===== src/rtl/branch_pkg.sv =====
// Shared definitions for the fetch-stage branch predictor: resolver result
// codes, 2-bit counter encodings and the BTB entry layout.
// The entry struct is sized from BP_WIDTH / BP_ENTRIES; a top-level build
// with a different PC width or table depth must change these constants too.
package branch_pkg;

    localparam int BP_WIDTH   = 32;
    localparam int BP_ENTRIES = 16;
    localparam int BP_IDX_W   = $clog2(BP_ENTRIES);
    localparam int BP_TAG_W   = BP_WIDTH - BP_IDX_W - 2;

    // Result codes returned by the execute-stage branch resolver
    localparam logic [1:0] RES_WRONG_TARGET = 2'b00;
    localparam logic [1:0] RES_CORRECT      = 2'b01;
    localparam logic [1:0] RES_RET_PC4      = 2'b10;
    localparam logic [1:0] RES_TAKE_ALU     = 2'b11;

    // Saturating counter states; MSB is the taken prediction
    localparam logic [1:0] CTR_STRONG_NT = 2'b00;
    localparam logic [1:0] CTR_WEAK_NT   = 2'b01;
    localparam logic [1:0] CTR_WEAK_T    = 2'b10;
    localparam logic [1:0] CTR_STRONG_T  = 2'b11;
    localparam logic [1:0] CTR_RESET     = CTR_WEAK_NT;

    typedef struct packed {
        logic                valid;
        logic [BP_TAG_W-1:0] tag;
        logic [BP_WIDTH-1:0] target;
        logic [1:0]          ctr;
    } btb_entry_t;

endpackage


===== src/rtl/branch_predictor_if.sv =====
// Fetch/execute-facing signal bundle of the branch predictor.
// Handshake: there is no ready; the predictor accepts every cycle. The
// lookup (PC_F -> Predicted/PC_Pre) is always live. Update_Valid is the sole
// valid: when it is 1, PC_E/PC_ALU/Execute_E/Result describe one resolved
// branch consumed at the next rising edge, and Flush/PC_Redirect respond in
// the same cycle. When it is 0 the update fields are don't-care.
interface branch_predictor_if #(
    parameter int WIDTH_DATA_LENGTH = 32
) ();
    logic [WIDTH_DATA_LENGTH-1:0] PC_F;
    logic                         Predicted;
    logic [WIDTH_DATA_LENGTH-1:0] PC_Pre;
    logic                         Update_Valid;
    logic [WIDTH_DATA_LENGTH-1:0] PC_E;
    logic [WIDTH_DATA_LENGTH-1:0] PC_ALU;
    logic                         Execute_E;
    logic [1:0]                   Result;
    logic                         Flush;
    logic [WIDTH_DATA_LENGTH-1:0] PC_Redirect;

    // Pipeline side: drives fetch PC and resolved-branch updates
    modport master (
        output PC_F, Update_Valid, PC_E, PC_ALU, Execute_E, Result,
        input  Predicted, PC_Pre, Flush, PC_Redirect
    );

    // Predictor side
    modport slave (
        input  PC_F, Update_Valid, PC_E, PC_ALU, Execute_E, Result,
        output Predicted, PC_Pre, Flush, PC_Redirect
    );
endinterface


===== src/rtl/bp_sat_counter.sv =====
// 2-bit saturating up/down counter next-state logic (no storage).
module bp_sat_counter
    import branch_pkg::*;
(
    input  logic [1:0] ctr_i,
    input  logic       up_i,
    output logic [1:0] ctr_o
);
    // Step toward taken or not-taken, holding at the strong states
    always_comb begin
        ctr_o = ctr_i;
        if (up_i && (ctr_i != CTR_STRONG_T)) begin
            ctr_o = ctr_i + 2'd1;
        end else if (!up_i && (ctr_i != CTR_STRONG_NT)) begin
            ctr_o = ctr_i - 2'd1;
        end
    end
endmodule


===== src/rtl/branch_predictor.sv =====
// Direct-mapped BTB with 2-bit counters: combinational fetch lookup,
// execute-stage training, and same-cycle flush/redirect generation.
// Optional macro BRANCH_PRED_STATS_EN adds Branch_Count/Mispredict_Count.
module branch_predictor
    import branch_pkg::*;
#(
    parameter int WIDTH_DATA_LENGTH = BP_WIDTH,
    parameter int BTB_ENTRIES       = BP_ENTRIES
) (
    input  logic              clk,
    input  logic              rst_n,
    branch_predictor_if.slave bp
`ifdef BRANCH_PRED_STATS_EN
    ,
    output logic [31:0]       Branch_Count,
    output logic [31:0]       Mispredict_Count
`endif
);
    localparam int W     = WIDTH_DATA_LENGTH;
    localparam int IDX_W = $clog2(BTB_ENTRIES);
    localparam logic [W-1:0] PC_STEP = W'(4);

    btb_entry_t btb_q [BTB_ENTRIES];
    btb_entry_t btb_d [BTB_ENTRIES];

    logic [IDX_W-1:0]   f_idx;
    logic [W-IDX_W-3:0] f_tag;
    btb_entry_t         f_entry;
    logic               f_hit;
    logic               f_pred;

    logic [IDX_W-1:0]   e_idx;
    logic [W-IDX_W-3:0] e_tag;
    btb_entry_t         e_entry;
    logic               e_hit;
    logic [1:0]         e_ctr_next;
    logic               upd_fire;

    // Fetch lookup straight from table state (no bypass of a same-cycle update)
    always_comb begin
        f_idx     = bp.PC_F[IDX_W+1:2];
        f_tag     = bp.PC_F[W-1:IDX_W+2];
        f_entry   = btb_q[f_idx];
        f_hit     = f_entry.valid && (f_entry.tag == f_tag);
        f_pred    = f_hit && f_entry.ctr[1];
        bp.Predicted = f_pred;
        bp.PC_Pre    = f_pred ? f_entry.target : (bp.PC_F + PC_STEP);
    end

    // Decode the resolved branch's slot; updates are ignored while in reset
    always_comb begin
        upd_fire = rst_n && bp.Update_Valid;
        e_idx    = bp.PC_E[IDX_W+1:2];
        e_tag    = bp.PC_E[W-1:IDX_W+2];
        e_entry  = btb_q[e_idx];
        e_hit    = e_entry.valid && (e_entry.tag == e_tag);
    end

    bp_sat_counter u_sat_counter (
        .ctr_i (e_entry.ctr),
        .up_i  (bp.Execute_E),
        .ctr_o (e_ctr_next)
    );

    // Flush on anything but a correct prediction; redirect target per result code
    always_comb begin
        bp.Flush = upd_fire && (bp.Result != RES_CORRECT);
        case (bp.Result)
            RES_WRONG_TARGET,
            RES_TAKE_ALU: bp.PC_Redirect = bp.PC_ALU;
            default:      bp.PC_Redirect = bp.PC_E + PC_STEP;
        endcase
    end

    // Table training: hit trains counter (and fixes target), taken miss allocates
    always_comb begin
        btb_d = btb_q;
        if (bp.Update_Valid) begin
            if (e_hit) begin
                btb_d[e_idx].ctr = e_ctr_next;
                if (bp.Result == RES_WRONG_TARGET) begin
                    btb_d[e_idx].target = bp.PC_ALU;
                end
            end else if (bp.Execute_E) begin
                btb_d[e_idx].valid  = 1'b1;
                btb_d[e_idx].tag    = e_tag;
                btb_d[e_idx].target = bp.PC_ALU;
                btb_d[e_idx].ctr    = CTR_WEAK_T;
            end
        end
    end

    // BTB storage; reset clears valids and parks counters at weak-not-taken
    always_ff @(posedge clk or negedge rst_n) begin
        if (!rst_n) begin
            for (int i = 0; i < BTB_ENTRIES; i++) begin
                btb_q[i].valid  <= 1'b0;
                btb_q[i].tag    <= '0;
                btb_q[i].target <= '0;
                btb_q[i].ctr    <= CTR_RESET;
            end
        end else begin
            btb_q <= btb_d;
        end
    end

`ifdef BRANCH_PRED_STATS_EN
    logic [31:0] branch_count_q;
    logic [31:0] branch_count_d;
    logic [31:0] mispredict_count_q;
    logic [31:0] mispredict_count_d;

    // Event counters, free-running with natural 2^32 wrap
    always_comb begin
        branch_count_d     = branch_count_q;
        mispredict_count_d = mispredict_count_q;
        if (bp.Update_Valid) begin
            branch_count_d = branch_count_q + 32'd1;
            if (bp.Result != RES_CORRECT) begin
                mispredict_count_d = mispredict_count_q + 32'd1;
            end
        end
    end

    // Counter registers
    always_ff @(posedge clk or negedge rst_n) begin
        if (!rst_n) begin
            branch_count_q     <= '0;
            mispredict_count_q <= '0;
        end else begin
            branch_count_q     <= branch_count_d;
            mispredict_count_q <= mispredict_count_d;
        end
    end

    assign Branch_Count     = branch_count_q;
    assign Mispredict_Count = mispredict_count_q;
`endif

endmodule


===== src/flat_wrapper.sv =====
// flat-port wrapper written by rule: the top's interface ports become plain ports
module branch_predictor_flat import branch_pkg::*;
#(
    parameter int WIDTH_DATA_LENGTH = BP_WIDTH,
    parameter int BTB_ENTRIES       = BP_ENTRIES
)
  (clk, rst_n, bp_PC_F, bp_Update_Valid, bp_PC_E, bp_PC_ALU, bp_Execute_E, bp_Result, bp_Predicted, bp_PC_Pre, bp_Flush, bp_PC_Redirect);
  branch_predictor_if #(.WIDTH_DATA_LENGTH(WIDTH_DATA_LENGTH)) bp_i ();
  input  logic clk;
  input  logic rst_n;
  input wire logic [$bits(bp_i.PC_F)-1:0] bp_PC_F;
  input wire logic [$bits(bp_i.Update_Valid)-1:0] bp_Update_Valid;
  input wire logic [$bits(bp_i.PC_E)-1:0] bp_PC_E;
  input wire logic [$bits(bp_i.PC_ALU)-1:0] bp_PC_ALU;
  input wire logic [$bits(bp_i.Execute_E)-1:0] bp_Execute_E;
  input wire logic [$bits(bp_i.Result)-1:0] bp_Result;
  output wire logic [$bits(bp_i.Predicted)-1:0] bp_Predicted;
  output wire logic [$bits(bp_i.PC_Pre)-1:0] bp_PC_Pre;
  output wire logic [$bits(bp_i.Flush)-1:0] bp_Flush;
  output wire logic [$bits(bp_i.PC_Redirect)-1:0] bp_PC_Redirect;
  assign bp_i.PC_F = bp_PC_F;
  assign bp_i.Update_Valid = bp_Update_Valid;
  assign bp_i.PC_E = bp_PC_E;
  assign bp_i.PC_ALU = bp_PC_ALU;
  assign bp_i.Execute_E = bp_Execute_E;
  assign bp_i.Result = bp_Result;
  assign bp_Predicted = bp_i.Predicted;
  assign bp_PC_Pre = bp_i.PC_Pre;
  assign bp_Flush = bp_i.Flush;
  assign bp_PC_Redirect = bp_i.PC_Redirect;
  branch_predictor #(.WIDTH_DATA_LENGTH(WIDTH_DATA_LENGTH), .BTB_ENTRIES(BTB_ENTRIES)) u_core (.clk(clk), .rst_n(rst_n), .bp(bp_i));
endmodule

===== config.mk =====
export PLATFORM = sky130hd
export DESIGN_NAME = branch_predictor_flat
export DESIGN_NICKNAME = d
export VERILOG_FILES = /design/src/rtl/branch_pkg.sv /design/src/rtl/branch_predictor_if.sv /design/src/rtl/bp_sat_counter.sv /design/src/rtl/branch_predictor.sv /design/src/flat_wrapper.sv
export SDC_FILE = /design/constraint.sdc
export NUM_CORES = 2
export LEC_CHECK = 0
export ABC_CLOCK_PERIOD_IN_PS = 6550
export BUFFER_PORTS_ARGS = -buffer_cell sky130_fd_sc_hd__buf_2
export CAP_MARGIN = 30
export CORE_ASPECT_RATIO = 0.6
export CORE_MARGIN = 1
export CORE_UTILIZATION = 45
export CTS_CLUSTER_DIAMETER = 30
export CTS_CLUSTER_SIZE = 24
export DETAILED_ROUTE_END_ITERATION = 7
export MAX_ROUTING_LAYER = met4
export PLACE_DENSITY = 0.69
export SLEW_MARGIN = 5
export SYNTH_ARGS = -nofsm -noshare
export SYNTH_HDL_FRONTEND = slang
export SYNTH_SLANG_ARGS = --single-unit

===== constraint.sdc =====
create_clock -name clk -period 6.55 [get_ports clk]
set_input_delay 1.31 -clock clk [delete_from_list [all_inputs] [get_ports clk]]
set_output_delay 1.31 -clock clk [all_outputs]
set_load 0.01 [all_outputs]

After elaboration in Yosys (flattened, before gate mapping)
Index checks and enable logic that the tools add are counted.
{ "totals": {"mem_count": 0, "ff_bits": 976, "latchBits": 0, "word_cells": 119, "in_bits": 102, "rom_bits": 0, "ram_bits": 0} }
{ "classes": {"shifts": 0, "n_reduce_logical": 14, "n_div": 0, "mul": 0, "eq_ne": 5, "bitwise": 2, "n_lt_le_gt_ge": 3, "n_mux": 27, "addsub": 4} }
{ "ops": {"columns": ["operator", "count"], "rows": [
  ["$bwmux 976", 6],
  ["$mux 976", 3],
  ["$demux 61 s4", 4],
  ["$bmux 61 s4", 2],
  ["$mux 61", 5],
  ["$add 32x3->32 const B", 2],
  ["$mux 32", 2],
  ["$mux 60", 1],
  ["$eq 26x26->1", 2],
  ["$mux 34", 1],
  ["$ge 5x5->1 const B", 2],
  ["$not 4->5", 2],
  ["$logic_and 1x1->1", 8],
  ["$mux 2", 3],
  ["$lt 5x1->1 const B", 1],
  ["$reduce_bool 2->1", 2],
  ["$add 2x1->2 const B", 1],
  ["$eq 2x2->1 const B", 1],
  ["$logic_not 2->1", 1],
  ["$ne 2x1->1 const B", 1],
  ["$ne 2x2->1 const B", 1],
  ["$reduce_and 2->1", 1],
  ["$reduce_or 2->1", 1],
  ["$sub 2x1->2 const B", 1],
  ["$logic_not 1->1", 1]
]} }

Longest topological paths before layout
{ "depth": {"word_depth": 12, "ltp_mapped": 17, "ltp_nobuf": 9} }

Hierarchy
Synthesis repeated with hierarchy kept, for this count alone.
{ "hier_totals": {"hier_cells": 3386, "hier_area_um2": 51788.4} }
{ "modules_own_cells": {"columns": ["module", "n_inst", "seq_area_each_um2", "area_each_um2", "cells_per_inst"], "rows": [
  ["branch_predictor", 1, 24443.4, 51728.4, 3379],
  ["bp_sat_counter", 1, 0.0, 60.1, 7]
]} }

Least setup slack after synthesis
OpenSTA, ideal clock, no wires.
{ "synth_timing": {"path_kind": "input -> output", "start": "input port bp_PC_F[2]", "end": "output port bp_PC_Pre[6]", "required_ps": 5240, "arrival_ps": 4858, "cell_stages": 10, "n_path_buf": 7, "slack_ps": 382, "path_cell_list": "buf_2 > buf_2 > buf_2 > buf_2 > clkbuf_1 > clkbuf_1 > buf_1 > mux4_2 > mux4_2 > mux2_2"} }
{ "synth_via": {"elab_chain_cells": 8} }
{ "synth_lines": {"columns": ["item", "line_no", "text"], "rows": [
  ["start: declaration", "flat_wrapper.sv:11", "input wire logic [$bits(bp_i.PC_F)-1:0] bp_PC_F;"],
  ["$not 4->5 (not written as such)", "branch_predictor.sv:43", "f_entry = btb_q[f_idx];"],
  ["$bmux 61 s4", "branch_predictor.sv:43", null],
  ["$mux 61 (not written as such) (2 in a row)", "branch_predictor.sv:43", null],
  ["$eq 26x26->1", "branch_predictor.sv:44", "f_hit = f_entry.valid && (f_entry.tag == f_tag);"],
  ["$logic_and 1x1->1", "branch_predictor.sv:44", null],
  ["$logic_and 1x1->1", "branch_predictor.sv:45", "f_pred = f_hit && f_entry.ctr[1];"],
  ["$mux 32 *", "branch_predictor.sv:47", "bp.PC_Pre = f_pred ? f_entry.target : (bp.PC_F + PC_STEP);"],
  ["end: declaration", "flat_wrapper.sv:18", "output wire logic [$bits(bp_i.PC_Pre)-1:0] bp_PC_Pre;"]
]} }
Mark *: on every way between the ends. The rest lies on a longest branch, timed or not. The select of a mux whose other input is x is not followed.

Worst setup path in the final report
{ "layout_timing": {"start": "input port bp_PC_F[3]", "end": "output port bp_PC_Pre[7]"} }
Same word-level chain as after synthesis.

==> flow_metrics.env <==
export IMPL_synth_cell_type_count=67
export IMPL_cts_buffers=135
export IMPL_cp_arrival_ns=5.02
export IMPL_synth_edf_count=0
export IMPL_synthArstFlopShare_pct=100
export IMPL_fin_skew_ns=0.0335
export IMPL_rows=94
export IMPL_finalPower_mw=19.2
export IMPL_drtIter0Drc=4197
export IMPL_yosys_register_bits=976
export IMPL_top_regs="u_core.btb_q (976)"
export IMPL_vias=32900
export IMPL_wl_per_cell_um=31.1
export IMPL_synth_simple_area_share_pct=3.21
export IMPL_irDropWorstVdd_mv=0.212
export IMPL_grt_start_max_net_pins=172
export IMPL_timing_slew_headroom_pct=30.0
export IMPL_postSynthAreaPerCell_sq_um=14.9
export IMPL_layout_common_cells="mux2_2 (974), dfrtp_1 (960), mux4_2 (366), buf_2 (159), clkbuf_16 (142)"
export IMPL_synthToLayoutAreaGrowth_pct=16.5
export IMPL_hold_path_class="primary input to async pin"
export IMPL_top_register="u_core.btb_q"
export IMPL_yosysSeqAreaShare_pct=48.5
export IMPL_final_cell_area_sq_um=58700
export IMPL_clock_sinks=976
export IMPL_post_route_min_period_ns=6.33
export IMPL_path_clk_slew_ns=0.06
export IMPL_syn_nets=3506
export IMPL_start_kind="primary input"
export IMPL_nNetsFinal=3675
export IMPL_critPathMaxFanout=52
export IMPL_drive_gt1_share_pct=54.0
export IMPL_maxCapViolCount=0
export IMPL_required_ns=5.24
export IMPL_syn_area_sq_um=50400
export IMPL_die_w_um=434
export IMPL_grt_pass1_wl_um=235000
export IMPL_dpl_cell_area_sq_um=53900
export IMPL_cts_hold_buf=0
export IMPL_power_density_nw_per_um2=327
export IMPL_synth_adder_area_share_pct=0.248
export IMPL_start_util_pct=45.7
export IMPL_crit_type="primary input to output pin"
export IMPL_rsz0062_at_grt="false"
export IMPL_drtAntennaViolNets=0
export IMPL_largest_reg_flops=976
export IMPL_clk_latency_ns=0.76
export IMPL_final_common_cell="mux2_2"
export IMPL_drt_total_wl_um=160000
export IMPL_reg2reg_depth=11
export IMPL_root_buffer="clkbuf_16"
export IMPL_grt_util_all_layers_pct=29.6
export IMPL_cts_tree="done"
export IMPL_grt_pass1_vias=32600
export IMPL_totalNegativeSetupSlack_ns=0
export IMPL_synth_xor_area_share_pct=1.79
export IMPL_drc=0
export IMPL_clk_path_buf_depth=3
export IMPL_ys_warn_count=0
export IMPL_io_pins=168
export IMPL_slew_viol_final=0
export IMPL_port_buffers=167
export IMPL_tightest_slew_ns=1.05
export IMPL_vias_per_cell=6.37
export IMPL_core_area_sq_um=110000
export IMPL_grt_overflow_total=0
export IMPL_synth_area_mux_share_pct=40.7
export IMPL_synth_compound_area_share_pct=2.55
export IMPL_syn_inst=3394
export IMPL_die_h_um=261
export IMPL_die_area_sq_um=113000
export IMPL_drt_first_pass_iters=6
export IMPL_gp_congestion=1.02
export IMPL_leakagePower_nw=25.7
export IMPL_ctsHtreeMaxLevel=4
export IMPL_place_hpwl_um=106000
export IMPL_setup_viol=0
export IMPL_period_share_pct=96.6
export IMPL_fin_util_pct=53.2
export IMPL_fill_cells=9059
export IMPL_max_freq_mhz=158
export IMPL_synth_flop_cell="dfrtp_1"
export IMPL_synth_top_family_by_area="multiplexers"
export IMPL_finalHoldViolCount=0
export IMPL_outcome="finished clean"
export IMPL_grt_antenna_before_repair=11
export IMPL_cp_end_kind="output pin"
==> metal layers <==
layer	global-route usage (%)	wire (um)
met1	43.6	72000
met2	38.4	65800
met3	10.5	19300
met4	7.38	3320
met5	-	0
==> what timing repair did <==
| item | 4_1_cts | 5_1_grt |
|---|---|---|
| setup buffers | 0 | 0 |
| resized for setup | 0 | 1 |
| setup endpoints to repair | 0 | 1 |
==> critical path, stage by stage <==
cell     delay, ns
buf_8         0.32
buf_4         0.41
mux4_2        0.37
mux2i_1       0.56
xor2_1        0.24
nand3_1       0.10
o31ai_1       0.14
nand3_1       0.14
nor4_2        0.24
buf_4         0.26
buf_12        0.21
mux2_2        0.37
buf_2         0.14
==> where the power goes <==
part           switching [mW]  total [mW]  internal, mW  leakage [nW]
Clock                    2.90        7.60          4.70          2.29
Sequential              0.799        8.00          7.20          12.4
Combinational            1.56        3.57          2.01          11.0
==> final timing paths <==
| kind | from | endpoint | slack [ns] |
|---|---|---|---|
| min in group clk | u_core.btb_q[620] | u_core.btb_q[620] | 0.49 |
| max reg2reg | u_core.btb_q[906] | u_core.btb_q[85] | 2.08 |
| max in group asynchronous | rst_n | u_core.btb_q[36] | 3.92 |
| max | bp_PC_F[3] | bp_PC_Pre[7] | 0.22 |
| min | rst_n | u_core.btb_q[80] | 0.48 |
| min reg2reg | u_core.btb_q[620] | u_core.btb_q[620] | 0.49 |
==> area by class of cell <==
cell class              count  area, sq um  share of cell area (%)
inverters                  28          105                   0.179
well taps                1488         1860                    3.17
multi-input cells        2082        24700                    42.1
clock inverters            64          788                    1.34
diodes                      5         12.5                  0.0213
flip-flops and latches    976        24400                    41.6
repair buffers            340         2890                    4.92
clock buffers             180         3900                    6.64
==> metrics by stage <==
step                hold WS [ns]  worst slack, ns  cells
finish                     0.477            0.224   5163
detailed placement         0.478            0.256   4912
floorplan                  0.457            0.382   3394
global route               0.483            0.115   5161
global placement           0.470            0.210   4909
CTS                        0.433            0.220   5156
==> kinds of logic after synthesis <==
family / count (synthesis)
muxes: 1468
DFF: 976
buffers and inverters: 336
and+or+nand+nor: 315
AOI/OAI and AO/OA: 186
xor gates and xnor gates: 103
adders and majority gates: 10
==> synthesized netlist by cell type, types with 3 or more instances <==
cell type  instances  area [sq um]
clkbuf_1         141           529
buf_1             35           131
mux2i_1          103          1030
a22o_1             9          78.8
o31ai_1            4          30.0
xor2_1            35           307
o21ai_0           10          50.1
xnor2_1           68           596
nand4_1            8          50.1
mux2_2           974         11000
and4_1             4          35.0
nor3_2            11           110
dfstp_2           16           420
and2_1            10          62.6
mux2_1            25           282
a311oi_1           3          26.3
nand3_1           40           200
a21oi_1           54           270
o21ai_1            5          25.0
buf_2            101           505
nor3_1            12          60.1
nand2b_1           3          18.8
a31oi_1            7          43.8
o22ai_1            4          25.0
o21ai_2           10          87.6
dfrtp_1          960         24000
nor4_1             6          37.5
buf_4             31           233
or2_2             19           119
a221oi_1           7          61.3
mux4_2           366          8240
a211oi_1          22           165
and3_1            18           113
ha_1              10           125
nand2_1           78           293
nor2b_1           23           144
nor2_1            72           270
o2bb2ai_1          3          26.3
inv_1             26          97.6
a22oi_1           25           188
Power figures use the tool's default switching activity.
